$ cat config.mk
export PLATFORM = sky130hd
export DESIGN_NAME = sseg_scan4
export DESIGN_NICKNAME = d
export VERILOG_FILES = /design/src/rtl/sseg_scan4.sv
export SDC_FILE = /design/constraint.sdc
export NUM_CORES = 1
export LEC_CHECK = 0
export ABC_AREA = 1
export BUFFER_PORTS_ARGS = -buffer_cell sky130_fd_sc_hd__buf_2
export CORE_MARGIN = 8
export CORE_UTILIZATION = 55
export CTS_BUF_LIST = sky130_fd_sc_hd__clkbuf_8
export DETAILED_ROUTE_END_ITERATION = 10
export GPL_ROUTABILITY_DRIVEN = 0
export HOLD_SLACK_MARGIN = 0.02
export PLACE_DENSITY = 0.83
export SLEW_MARGIN = 15
export SYNTH_ARGS = -nofsm -noshare
export SYNTH_HDL_FRONTEND = slang
export SYNTH_SLANG_ARGS = --single-unit
export TNS_END_PERCENT = 10
$ cat constraint.sdc
create_clock -name clk -period 1.67 [get_ports clk]
set_input_delay 0.0835 -clock clk [delete_from_list [all_inputs] [get_ports clk]]
set_output_delay 0.0835 -clock clk [all_outputs]
set_load 0.02 [all_outputs]
$ cat src/rtl/sseg_scan4.sv
// Four-digit multiplexed seven-segment driver with guard blanking, leading-zero
// suppression and frame-synchronous double-buffered display registers.
module sseg_scan4 #(
  parameter int REFRESH_DIV = 50000,
  parameter int GUARD       = 16
) (
  input  logic        clk,
  input  logic        reset,
  input  logic [15:0] value,
  input  logic [3:0]  dp,
  input  logic [3:0]  blank,
  input  logic        lz_en,
  input  logic        load,
  output logic [7:0]  sseg,
  output logic [3:0]  en_dig,
  output logic        frame_start
);

  localparam int PW = (REFRESH_DIV > 2) ? $clog2(REFRESH_DIV) : 1;
  localparam logic [PW-1:0] LAST_C  = PW'(REFRESH_DIV - 1);
  localparam logic [PW-1:0] GUARD_C = PW'(GUARD);

  // Active-low segment pattern for one hex nibble, bits 6..0 = g..a.
  function automatic logic [6:0] hex_seg(input logic [3:0] nib);
    logic [6:0] seg;
    case (nib)
      4'h0: seg = 7'h40;
      4'h1: seg = 7'h79;
      4'h2: seg = 7'h24;
      4'h3: seg = 7'h30;
      4'h4: seg = 7'h19;
      4'h5: seg = 7'h12;
      4'h6: seg = 7'h02;
      4'h7: seg = 7'h78;
      4'h8: seg = 7'h00;
      4'h9: seg = 7'h10;
      4'hA: seg = 7'h08;
      4'hB: seg = 7'h03;
      4'hC: seg = 7'h46;
      4'hD: seg = 7'h21;
      4'hE: seg = 7'h06;
      4'hF: seg = 7'h0E;
      default: seg = 7'h7F;
    endcase
    return seg;
  endfunction

  logic [PW-1:0] presc_r;
  logic [1:0]    idx_r;
  logic [15:0]   sh_val_r, pd_val_r;
  logic [3:0]    sh_dp_r, pd_dp_r;
  logic [3:0]    sh_blank_r, pd_blank_r;
  logic          pend_r;

  logic          slot_wrap_s;
  logic          frame_wrap_s;
  logic [3:0]    digit_s;
  logic [3:0]    zero_s;
  logic          supp_s;
  logic [7:0]    sseg_s;
  logic [3:0]    en_dig_s;

  assign slot_wrap_s  = (presc_r == LAST_C);
  assign frame_wrap_s = slot_wrap_s && (idx_r == 2'd3);
  assign digit_s      = sh_val_r[{idx_r, 2'b00} +: 4];

  // zero_s[k]: digit k and every digit above it are zero.
  assign zero_s[3] = (sh_val_r[15:12] == 4'h0);
  assign zero_s[2] = zero_s[3] && (sh_val_r[11:8] == 4'h0);
  assign zero_s[1] = zero_s[2] && (sh_val_r[7:4] == 4'h0);
  assign zero_s[0] = 1'b0;
  assign supp_s    = lz_en && zero_s[idx_r] && !sh_dp_r[idx_r];

  // Next-cycle segment and anode pattern for the current slot position.
  always_comb begin
    sseg_s   = 8'hFF;
    en_dig_s = 4'hF;
    if (presc_r < GUARD_C) begin
      sseg_s   = 8'hFF;
      en_dig_s = 4'hF;
    end else begin
      en_dig_s = ~(4'b0001 << idx_r);
      if (sh_blank_r[idx_r] || supp_s) begin
        sseg_s = 8'hFF;
      end else begin
        sseg_s = {~sh_dp_r[idx_r], hex_seg(digit_s)};
      end
    end
  end

  // Prescaler, digit index and registered display outputs.
  always_ff @(posedge clk) begin
    if (!reset) begin
      presc_r     <= '0;
      idx_r       <= 2'd0;
      sseg        <= 8'hFF;
      en_dig      <= 4'hF;
      frame_start <= 1'b0;
    end else begin
      presc_r     <= slot_wrap_s ? '0 : presc_r + PW'(1);
      idx_r       <= slot_wrap_s ? idx_r + 2'd1 : idx_r;
      sseg        <= sseg_s;
      en_dig      <= en_dig_s;
      frame_start <= (presc_r == '0) && (idx_r == 2'd0);
    end
  end

  // Pending/shadow double buffer; shadow only changes at the 3->0 wrap.
  always_ff @(posedge clk) begin
    if (!reset) begin
      sh_val_r   <= 16'h0000;
      sh_dp_r    <= 4'h0;
      sh_blank_r <= 4'hF;
      pd_val_r   <= 16'h0000;
      pd_dp_r    <= 4'h0;
      pd_blank_r <= 4'h0;
      pend_r     <= 1'b0;
    end else if (load && frame_wrap_s) begin
      sh_val_r   <= value;
      sh_dp_r    <= dp;
      sh_blank_r <= blank;
      pend_r     <= 1'b0;
    end else if (load) begin
      pd_val_r   <= value;
      pd_dp_r    <= dp;
      pd_blank_r <= blank;
      pend_r     <= 1'b1;
    end else if (frame_wrap_s && pend_r) begin
      sh_val_r   <= pd_val_r;
      sh_dp_r    <= pd_dp_r;
      sh_blank_r <= pd_blank_r;
      pend_r     <= 1'b0;
    end else begin
      pend_r     <= pend_r;
    end
  end

endmodule

# --- Word-level counts from Yosys, hierarchy flattened ---
# Memory sizes are Yosys's and may differ from the RTL's. A register that Yosys moved wholly into a read port is not among the register bits.
# Index checks and enable logic that the tools add are counted.
classes:
  n_addsub: 2
  n_lt_le_gt_ge: 2
  eq_ne: 3
  shift: 2
  mux: 17
  bitwise: 4
  reduce_logical: 23
op_table:
  columns: ["op", "count"]
  rows:
  - ["2-to-1 mux 16 bit", 3]
  - ["2-to-1 mux 4 bit", 6]
  - ["adder 16 x 1 -> 16 bit, second input constant", 1]
  - ["== test 16 bit, second input constant", 1]
  - ["zero test 16 bit", 1]
  - ["less-than comparator 16 x 5 -> 1 bit, second input constant", 1]
  - ["indexed part select 16 x 5 -> 4 bit", 1]
  - ["zero test 4 bit", 3]
  - ["logical AND 1 bit", 8]
  - ["binary-select mux 1 bit (select 2 bit)", 3]
  - ["OR reduction 2 bit", 3]
  - ["2-to-1 mux 1 bit", 5]
  - ["inverter 4 bit", 1]
  - ["AND reduction 2 bit", 2]
  - ["nonzero test 2 bit", 2]
  - ["<< shifter 1 x 2 -> 4 bit, first input constant", 1]
  - ["less-than comparator 2 x 3 -> 1 bit, second input constant", 1]
  - ["inverter 1 bit", 3]
  - ["OR reduction 3 bit", 1]
  - ["adder 2 x 1 -> 2 bit, second input constant", 1]
  - ["== test 2 bit, second input constant", 1]
  - ["zero test 2 bit", 1]
  - ["inequality test 2 x 1 -> 1 bit, second input constant", 1]
  - ["zero test 1 bit", 1]
  - ["logical OR 1 bit", 1]
totals:
  ff_bits: 80
  romBits: 112
  inputBits: 28
  output_inout_bits: 13
  wordCells: 66
  n_memories: 1
mem_list:
  columns: ["memory", "words", "width", "rd", "rd_ports_with_merged_regs", "wr", "line_no", "text"]
  rows:
  - ["(name not given)", 16, 7, 1, 1, 0, "26", "case (nib)"]

# --- Depth between registers and ports, before layout ---
# Gate-level depths: netlist of run 1.
depth:
  depth_word: 9
  mapped_depth: 11
  ltp_nobuf: 10

# --- Worst setup path after synthesis of run 1 ---
# Ideal clock, no wire load.
synth_path:
  kind: "register -> register"
  from: "register idx_r[0]"
  to: "register sseg[0]"
  setup_ps: 126
  arrival_time_ps: 1546
  required_time_ps: 1544
  slack_ps: -3
  stages_incl_launch_ff: 12
  n_path_buf: 1
  cell_sequence: "dfxtp_1 inv_2 buf_2 nand2_1 nand3_1 nand2_1 inv_1 ha_1 inv_1 nor2_1 o21ai_0 nand3_1"
synth_between:
  elab_chain_len: 6
  elab_cells_between_ends: 12
  classes_between: "shift: 1; mux: 6; reduce/logical: 5"
synth_lines:
  columns: ["element", "line_no", "text"]
  rows:
  - ["start: declaration", "49", "logic [1:0] idx_r;"]
  - ["start signal: assignment", "101", "idx_r <= slot_wrap_s ? idx_r + 2'd1 : idx_r;"]
  - ["binary-select mux 1 bit (select 2 bit)", "72", "assign supp_s = lz_en && zero_s[idx_r] && !sh_dp_r[idx_r];"]
  - ["2-to-1 mux 1 bit (not written as such)", "72", null]
  - ["logical AND 1 bit / zero test 1 bit (equally long branches)", "72", null]
  - ["logical AND 1 bit", "72", null]
  - ["logical OR 1 bit", "83", "if (sh_blank_r[idx_r] || supp_s) begin"]
  - ["OR reduction 3 bit (no source line)", null, null]
  - ["end: declaration", "14", "output logic [7:0] sseg,"]
# Several ways; a longest one is shown, not always the timed one. The select of a mux whose other input is x is not followed.
# A chain may end at the register's enable or synchronous reset.

# --- Worst setup path in the final report of run 1 ---
layout_path:
  from: "register presc_r[1]"
  to: "register sh_dp_r[3]"
layout_between:
  elab_chain_len: 5
  elab_cells_between_ends: 8
  classes_between: "eq/ne: 2; mux: 1; reduce/logical: 5"
layout_lines:
  columns: ["element", "line_no", "text"]
  rows:
  - ["start: declaration", "48", "logic [PW-1:0] presc_r;"]
  - ["start signal: assignment", "100", "presc_r <= slot_wrap_s ? '0 : presc_r + PW'(1);"]
  - ["== test 16 bit (*)", "63", "assign slot_wrap_s = (presc_r == LAST_C);"]
  - ["logical AND 1 bit (*)", "64", "assign frame_wrap_s = slot_wrap_s && (idx_r == 2'd3);"]
  - ["logical AND 1 bit (on tied branches)", "118, 128", null]
  - ["inequality test 2 x 1 -> 1 bit (no source line) / nonzero test 2 bit (equally long branches)", null, null]
  - ["AND reduction 2 bit (no source line)", null, null]
  - ["end signal: assignment", "120", "sh_dp_r <= dp;"]
  - ["end signal: assignment", "130", "sh_dp_r <= pd_dp_r;"]
  - ["end: declaration", "51", "logic [3:0] sh_dp_r, pd_dp_r;"]
# Mark *: on every way between the ends. The rest lies on a longest branch, timed or not.

==> results of run 1 <==
cells in the final DEF, fill, tap and decap left out, types with 3 or more instances in the layout:
cell type and count:
inv_6 3, bufinv_16 3, nor2_1 30, nand4_1 5, a21oi_2 28, ha_1 11, buf_12 4, dfxtp_4 3
clkbuf_16 4, nand3_1 28, dfxtp_2 4, nor2_4 4, nor3_1 3, o21ai_1 7, nand2_1 177, buf_2 40
inv_1 90, buf_4 23, nand2_2 8, a31oi_1 3, a21oi_1 33, dfxtp_1 73, o21ai_0 33, inv_2 4
clkbuf_8 10
repair_timing:
item / 4_1_cts / 5_1_grt
setup endpoints to repair: 9 / 66
buffers inserted: 0 / 9
resized for setup: 2 / 48
gates cloned: 0 / 7
pin swaps: 1 / 12
layer usage:
| metal | vias to the layer above | part of all wire, % | GRT usage, % |
|---|---|---|---|
| met4 | 0 | 2.5 | 7.45 |
| met2 | 160 | 49 | 29.6 |
| met1 | 1807 | 43 | 21.3 |
| met3 | 31 | 5.9 | 3.44 |
| li1 | 1974 | - | - |
| met5 | - | 0 | 0 |
worst paths after layout:
kind,slack [ps],start,cells after the start,end
max reg2reg,-20,presc_r[1],9,sh_dp_r[3]
min reg2reg,460,pd_val_r[0],2,pd_val_r[0]
max,-20,presc_r[1],9,sh_dp_r[3]
min,60,blank[0],5,sh_blank_r[0]
registers in the layout, summed over array words and instances, names as in the netlist:
name         cells
pd_dp_r          4
sh_dp_r          4
pend_r           1
pd_blank_r       4
en_dig           4
idx_r            2
sh_blank_r       4
sh_val_r        16
frame_start      1
sseg             8
presc_r         16
pd_val_r        16
through the flow:
step / instance area, sq um / power [uW] / utilization [%] / cells / setup TNS (ps)
floorplan: 4140 / 2190 / - / 594 / 0
global placement: 4470 / 2260 / 61.7 / 728 / 0
detailed placement: 4470 / 2270 / 61.7 / 728 / -51.6
CTS: 4730 / 4020 / 65.2 / 744 / -14.8
global route: 5060 / 4200 / 69.8 / 760 / -2270
finish: 5060 / 4060 / 69.8 / 760 / -54.8
final cells by class:
class / count / area [sq um]
clock inverters: 6 / 114
well taps: 99 / 124
fillers: 599 / 2190
repair inverters: 2 / 17.5
clock buffers: 10 / 138
inverters: 98 / 390
multi-input cells: 392 / 2090
flip-flops and latches: 80 / 1620
repair buffers: 73 / 576
where the power goes:
group | switching [uW] | internal (uW) | leakage [uW]
logic | 182 | 120 | 0.00166
registers | 19.7 | 1950 | 0.000656
clock network | 747 | 1040 | 0.000119
total | 949 | 3110 | 0.00244
cells by family (layout without fill, tap and decap cells):
family,after synthesis,after routing,synth area share [%]
adder cells (fa/ha/maj),12,12,3.63
AO/OA/AOI/OAI,108,108,14.9
XOR/XNOR,3,3,0.635
flip-flops,80,80,38.7
AND/OR/NAND/NOR,269,269,29.0
buffers and inverters,122,189,13.1
worst min-delay path: cells and delay by family:
kind / cells / cell delay (ps)
simple gates: 3 / 210
buf+inv: 2 / 100
==> flow_summary_export.csv, run 1 <==
group,metric,value,unit
critical_path,critPathSlowestCell,"dfxtp_4",
timing,post-route-period-util,101,%
critical_path,worst-path-buf-inv,2,
floorplanning,die_h,103,microns
detailed_routing,via_per_inst,5.23,
clocking,cts_tree,"built",
synthesis,synth.area.top_cells,"dfxtp_1 (39%), nand2_1 (16%), inv_1 (8.2%)",
timing,slew_headroom,70.2,%
detailed_routing,drt_iter0_drc,212,
global_route,grt_pass1_vias,3459,
clocking,postCtsHoldBufs,0,
synthesis,avgSynthCellArea,6.97,sq um
timing,rsz0062_at_grt,"true",
cells_and_area,syn_to_final_growth,22.4,%
synthesis,ys_seq_area_share,38.7,%
floorplanning,start_util,57.0,%
timing,worst_slew_pin_slew,447,ps
cells_and_area,n_antenna_cell,0,
cells_and_area,drive_gt1_share,23.9,%
timing,skew,16.7,ps
critical_path,cpPeakStageDelay,380,ps
synthesis,synth_common_cells,"nand2_1 (181), inv_1 (90), dfxtp_1 (80), a21oi_1 (45), o21ai_0 (38)",
synthesis,ys_ff_latch,80,
detailed_routing,vias,3972,
floorplanning,fp-row-count,31,
synthesis,ys_warn_count,0,
critical_path,path_common_cell,"nand2_1",
place,dp_hpwl,6.31,mm
detailed_routing,drc,0,
critical_path,crit_chain,"ha_4 > nand3_4 > nor2_4 > buf_4 > nand4_4 > clkbuf_16 > nand2_1 > nand2_1 > a21oi_1",
floorplanning,core_area,7250,sq um
synthesis,synth.most_common_cell,"nand2_1",
power,ir_drop,486,uV
timing,max_freq,592,MHz
timing,fin_crit,1690,ps
global_route,antenna_found_initial,0,
global_route,grt_usage,17.5,%
timing,finalHoldViolations,0,
timing,holdWs,59.4,ps
critical_path,arrival,1970,ps
synthesis,ys.flop_type,"dfxtp_1",
clocking,htree_num_levels,3,
critical_path,worstPathRequired,1950,ps
cells_and_area,fin_nets,696,
synthesis,syn_nets,634,
flow_run,maxCapViolations,0,
critical_path,cpLargestDelayFamily,"simple AND/OR/NAND/NOR gates",
critical_path,crit_type,"reg -> reg",
critical_path,crit_fanout,6,
detailed_routing,routedWlPerCell,14.1,microns
synthesis,syn_area,4140,sq um
timing,setup_viol,6,
synthesis,syn_inst,594,
global_route,grt_pass1_wl,15.0,mm
power,p_per_area,802,nW/um^2
synthesis,async_flop_share,0,%
synthesis,yosysUniqueCellTypes,39,
timing,setup_ws,-19.7,ps
synthesis,synth_edf_count,0,
place,place_ws,-23.3,ps
clocking,path_clk_slew,90,ps
min_path,min_path_type,"in -> reg",
clocking,clk_latency,360,ps
detailed_routing,firstDrtPassIters,5,
synthesis,yosys.area.top_type_share,38.7,%
clocking,clockBufferDepth,2,
synthesis,synth.largest_area_cell,"dfxtp_1",
outcome,status,"finished, violations left",
clocking,root_buffer,"clkbuf_8",
place,port_buffers,40,
detailed_routing,ant_nets,0,
floorplanning,dieWidth,103,microns
timing,finalMaxSlewViolations,0,
global_route,grt-ovfl-total,0,
clocking,numCtsBuffers,9,
floorplanning,die_area,10600,sq um
detailed_routing,routed_wl,10.7,mm
power,leakagePower,0.00244,uW
floorplanning,io_pins,41,
clocking,clock-sinks,80,
outcome,violations,"negative setup slack",
critical_path,start_kind,"flop",
global_route,grt_max_degree,47,
critical_path,critPathCaptureType,"flop",
(Power assumes the default switching activity.)
==> inputs of run 2 (changes only) <==
==> constraint.sdc (replaced) <==
create_clock -name clk -period 1.67 [get_ports clk]
set_input_delay 0.4175 -clock clk [delete_from_list [all_inputs] [get_ports clk]]
set_output_delay 0.4175 -clock clk [all_outputs]
set_load 0.02 [all_outputs]
==> flow_summary_export.csv, run 2 (same netlist as run 1, synthesis figures left out) <==
group,metric,value,unit
global_route,antenna_found_initial,0,
critical_path,critPathCaptureType,"flop",
clocking,clk_latency,350,ps
cells_and_area,num-fill-cells,651,
cells_and_area,reg.largest.list,"pd_val_r (16), presc_r (16), sh_val_r (16)",
critical_path,crit_type,"reg -> reg",
detailed_routing,routedWlPerCell,12.0,microns
global_route,use_met1,21.7,%
clocking,path_clk_slew,80,ps
floorplanning,io_pins,41,
critical_path,setup.worst_path.start,"presc_r[0]",
power,leakagePower,0.00233,uW
cells_and_area,multi_input_area,2020,sq um
detailed_routing,routed_wl,9.01,mm
clocking,htree_num_levels,3,
cells_and_area,seqCellArea,1610,sq um
cells_and_area,syn_to_final_growth,15.9,%
detailed_routing,vias,3749,
outcome,status,"finished clean",
global_route,grt_max_degree,46,
global_route,grt_pass1_vias,3590,
detailed_routing,ant_nets,0,
clocking,clockBufferDepth,2,
place,place_ws,-23.3,ps
cells_and_area,n_antenna_cell,0,
timing,setup_viol,0,
floorplanning,dieWidth,103,microns
critical_path,worstPathRequired,1910,ps
detailed_routing,drt_iter0_drc,165,
timing,finalHoldViolations,0,
power,ir_drop,507,uV
global_route,grt-ovfl-total,0,
critical_path,start_kind,"flop",
timing,skew,10.5,ps
global_route,grt.busiest_layer,"met2",
floorplanning,fp-row-count,31,
critical_path,r2r_cells,7,
clocking,cts_tree,"built",
detailed_routing,via_per_inst,5.01,
floorplanning,start_util,57.0,%
floorplanning,die_h,103,microns
timing,fin_crit,1580,ps
global_route,grt_usage,18.1,%
power,p_total,3800,uW
power,p_per_area,792,nW/um^2
timing,worst_slew_pin_slew,399,ps
min_path,min_path_type,"in -> reg",
cells_and_area,drive_gt1_share,20.2,%
detailed_routing,drc,0,
cells_and_area,final_cell_area,4790,sq um
place,dpl-instance-area,4480,sq um
clocking,root_buffer,"clkbuf_8",
cells_and_area,fin_nets,684,
floorplanning,core_area,7250,sq um
detailed_routing,firstDrtPassIters,5,
place,dp_cells,728,
cells_and_area,final_cell_mix,"nand2_1 (179), inv_1 (91), dfxtp_1 (77)",
critical_path,rrSetupSlack,90,ps
floorplanning,die_area,10600,sq um
flow_run,maxCapViolations,0,
global_route,grt_use_met2,30.8,%
global_route,met3_usage,4.19,%
critical_path,crit_fanout,24,
critical_path,r2r_start,"presc_r[0]",
timing,post-route-period-util,94.8,%
clocking,clock-sinks,80,
critical_path,arrival,1830,ps
cells_and_area,fin_cells,748,
place,port_buffers,40,
timing,slew_headroom,73.3,%
place,dp_hpwl,6.41,mm
critical_path,endpoint,"sh_blank_r[1]",
critical_path,rr_endpoint,"sh_blank_r[1]",
timing,max_freq,632,MHz
cells_and_area,final_common_cell,"nand2_1",
clocking,postCtsHoldBufs,0,
clocking,numCtsBuffers,9,
global_route,grt_pass1_wl,15.6,mm
timing,setup_ws,87.4,ps
timing,finalMaxSlewViolations,0,
timing,rsz0062_at_grt,"true",
[run 2: changes by cell type in the layout (fill, tap and decap cells not counted), sizes merged]
cell      before  now
buf           69   63
clkbuf        14   10
clkinvlp       2    0
bufinv         3    2
clkinv         2    3
[run 2: through the flow]
stage / setup TNS [ps] / utilization, % / hold WS, ps
after global placement: 0 / 61.8 / 436
after floorplan: 0 / - / 429
after global routing: -27.9 / 66.1 / 406
after detailed placement: -55.4 / 61.8 / 442
final: 0 / 66.1 / 388
after CTS: 0 / 64.9 / 381
[run 2: area by class of cell]
cell class / instances / area share [%]
Sequential cell: 80 / 33.6
Timing Repair Buffer: 63 / 9.16
Inverter: 98 / 7.88
Multi-Input combinational cell: 392 / 42.2
Tap cell: 99 / 2.58
Clock inverter: 6 / 1.72
Clock buffer: 10 / 2.87
[run 2: worst min-delay path by stage]
| stage | start | end | slack, ps | cells after the start |
|---|---|---|---|---|
| 6_report | blank[2] | sh_blank_r[2] | 390 | 5 |
| 3_5_place_dp | pd_val_r[7] | pd_val_r[7] | 440 | 2 |
| 4_1_cts | blank[2] | sh_blank_r[2] | 380 | 5 |
| 2_1_floorplan | pd_val_r[10] | pd_val_r[10] | 430 | 2 |
| 3_3_place_gp | pd_val_r[15] | pd_val_r[15] | 440 | 2 |
| 5_1_grt | reset | presc_r[11] | 410 | 3 |
[run 2: where the power goes]
group | switching, uW | internal (uW)
registers | 16.7 | 1950
clock network | 688 | 878
logic | 156 | 105
total | 861 | 2940
[run 2: critical path, cell delays in order, from the launching register on]
cell and delay (ps):
dfxtp_1 350, ha_2 230, nand3_4 100, nor2_4 220
nand4_4 160, buf_12 200, a21oi_1 160, nand2_1 70
[run 2: what timing repair did]
item | CTS | global route
gates resized for setup | 2 | 23
pin swaps | 0 | 7
gates cloned | 0 | 0
setup buffers | 0 | 4
setup endpoints to repair | 4 | 55
[run 2: per-layer routing]
| metal | up-vias | part of all wire [%] |
|---|---|---|
| met3 | 13 | 5.5 |
| met5 | - | 0 |
| met2 | 89 | 48 |
| li1 | 1946 | - |
| met1 | 1701 | 45 |
| met4 | 0 | 1.5 |
==> inputs of run 3 (changes only) <==
- CELL_PAD_IN_SITES_DETAIL_PLACEMENT: default -> 0
- CELL_PAD_IN_SITES_GLOBAL_PLACEMENT: default -> 2
- CORE_UTILIZATION: 55 -> 31
- SLEW_MARGIN: 15 -> 20
==> flow_summary_export.csv, run 3 (same netlist as run 1, synthesis figures left out) <==
group,metric,value,unit
critical_path,critPathSlowestCell,"dfxtp_4",
clocking,numCtsBuffers,9,
clocking,path_clk_slew,90,ps
place,dp_hpwl,7.13,mm
cells_and_area,final_cell_mix,"nand2_1 (179), inv_1 (91), dfxtp_1 (77)",
floorplanning,start_util,31.5,%
cells_and_area,drive_gt1_share,19.9,%
timing,setup_ws,95.5,ps
clocking,clock-sinks,80,
outcome,status,"finished clean",
clocking,clockBufferDepth,2,
global_route,grt_usage,11.5,%
critical_path,cpPeakStageDelay,390,ps
timing,max_freq,635,MHz
place,port_buffers,40,
detailed_routing,routedWlPerCell,11.7,microns
clocking,postCtsSetupBuffers,0,
floorplanning,dieWidth,132,microns
timing,finalMaxSlewViolations,0,
power,ir_drop,398,uV
global_route,grt_pass1_vias,3531,
timing,setup_viol,0,
cells_and_area,syn_to_final_growth,19.2,%
critical_path,worstPathRequired,1910,ps
timing,finalHoldViolations,0,
min_path,min_path_type,"in -> reg",
global_route,grt_max_degree,34,
detailed_routing,ant_nets,0,
flow_run,maxCapViolations,0,
floorplanning,die_h,132,microns
critical_path,crit_chain,"buf_6 > nand2_1 > nand3_1 > nand2_2 > inv_1 > ha_1 > inv_1 > nor2_1 > o21ai_0 > nand3_1",
detailed_routing,drc,0,
cells_and_area,num-fill-cells,1463,
timing,fin_crit,1570,ps
critical_path,start_kind,"flop",
critical_path,crit_type,"reg -> reg",
timing,tns,0,ps
timing,post-route-period-util,94.3,%
power,p_total,3940,uW
floorplanning,die_area,17300,sq um
floorplanning,io_pins,41,
clocking,clk_latency,370,ps
critical_path,critPathCaptureType,"flop",
floorplanning,fp-row-count,42,
power,leakagePower,0.00236,uW
timing,slew_headroom,75.5,%
critical_path,crit_fanout,9,
clocking,htree_num_levels,3,
detailed_routing,via_per_inst,4.36,
power,p_per_area,799,nW/um^2
cells_and_area,reg.largest.list,"pd_val_r (16), presc_r (16), sh_val_r (16)",
global_route,antenna_found_initial,0,
critical_path,arrival,1810,ps
timing,skew,13.6,ps
clocking,root_buffer,"clkbuf_8",
detailed_routing,firstDrtPassIters,4,
global_route,grt-ovfl-total,0,
clocking,cts_tree,"built",
place,place_ws,-40.1,ps
timing,holdWs,380,ps
detailed_routing,drt_iter0_drc,274,
cells_and_area,final_common_cell,"nand2_1",
floorplanning,core_area,13100,sq um
detailed_routing,routed_wl,9.67,mm
cells_and_area,n_antenna_cell,0,
cells_and_area,fin_nets,687,
detailed_routing,vias,3611,
timing,worst_slew_pin_slew,365,ps
global_route,grt_pass1_wl,16.6,mm
## run 3: critical path: cells and delay by family (launching register included)
kind | cells | cell delay [ps]
flip-flops | 1 | 390
AND/OR/NAND/NOR | 5 | 390
buffers and inverters | 3 | 280
adder cells (fa/ha/maj) | 1 | 230
AO/OA/AOI/OAI | 1 | 150
## run 3: path summary, 6_finish.rpt
| check | startpoint | end | slack, ps | cells after the start |
|---|---|---|---|---|
| hold reg to reg | pd_val_r[11] | pd_val_r[11] | 450 | 2 |
| setup reg to reg | idx_r[0] | sseg[0] | 100 | 10 |
| setup / recovery | idx_r[0] | sseg[0] | 100 | 10 |
| hold / removal | blank[1] | sh_blank_r[1] | 380 | 5 |
## run 3: what timing repair did
item / in CTS / in global routing
endpoints found under the setup margin: 7 / 55
hold endpoints to repair: 0 / 0
gates resized for setup: 1 / 16
pin swaps: 0 / 1
hold buffers: 0 / 0
## run 3: cell type report
class	instances	area [sq um]	share of cell area (%)
Inverter	98	379	7.69
Tap cell	176	220	4.46
Sequential cell	80	1610	32.6
Multi-Input combinational cell	392	2020	40.9
Timing Repair Buffer	66	469	9.51
Clock buffer	9	124	2.51
Clock inverter	7	111	2.26
## run 3: metrics by stage
step	cells	util, %	area [sq um]
2_1_floorplan	594	-	4140
3_3_place_gp	812	35.4	4650
3_5_place_dp	812	35.4	4650
4_1_cts	828	37.2	4880
5_1_grt	828	37.5	4930
6_report	828	37.5	4930
## run 3: per-layer routing
| metal | GRT usage, % | wire length (microns) |
|---|---|---|
| met3 | 2.78 | 300 |
| met4 | 5.04 | 171 |
| met5 | 0 | 0 |
| met2 | 17.1 | 4120 |
| met1 | 15.5 | 5080 |
## run 3: power breakdown
group | total [uW] | internal, uW | switching [uW] | leakage (uW)
Combinational | 261 | 104 | 157 | 0.00158
Sequential | 1970 | 1950 | 15.7 | 0.000654
Clock | 1710 | 982 | 730 | 0.000120
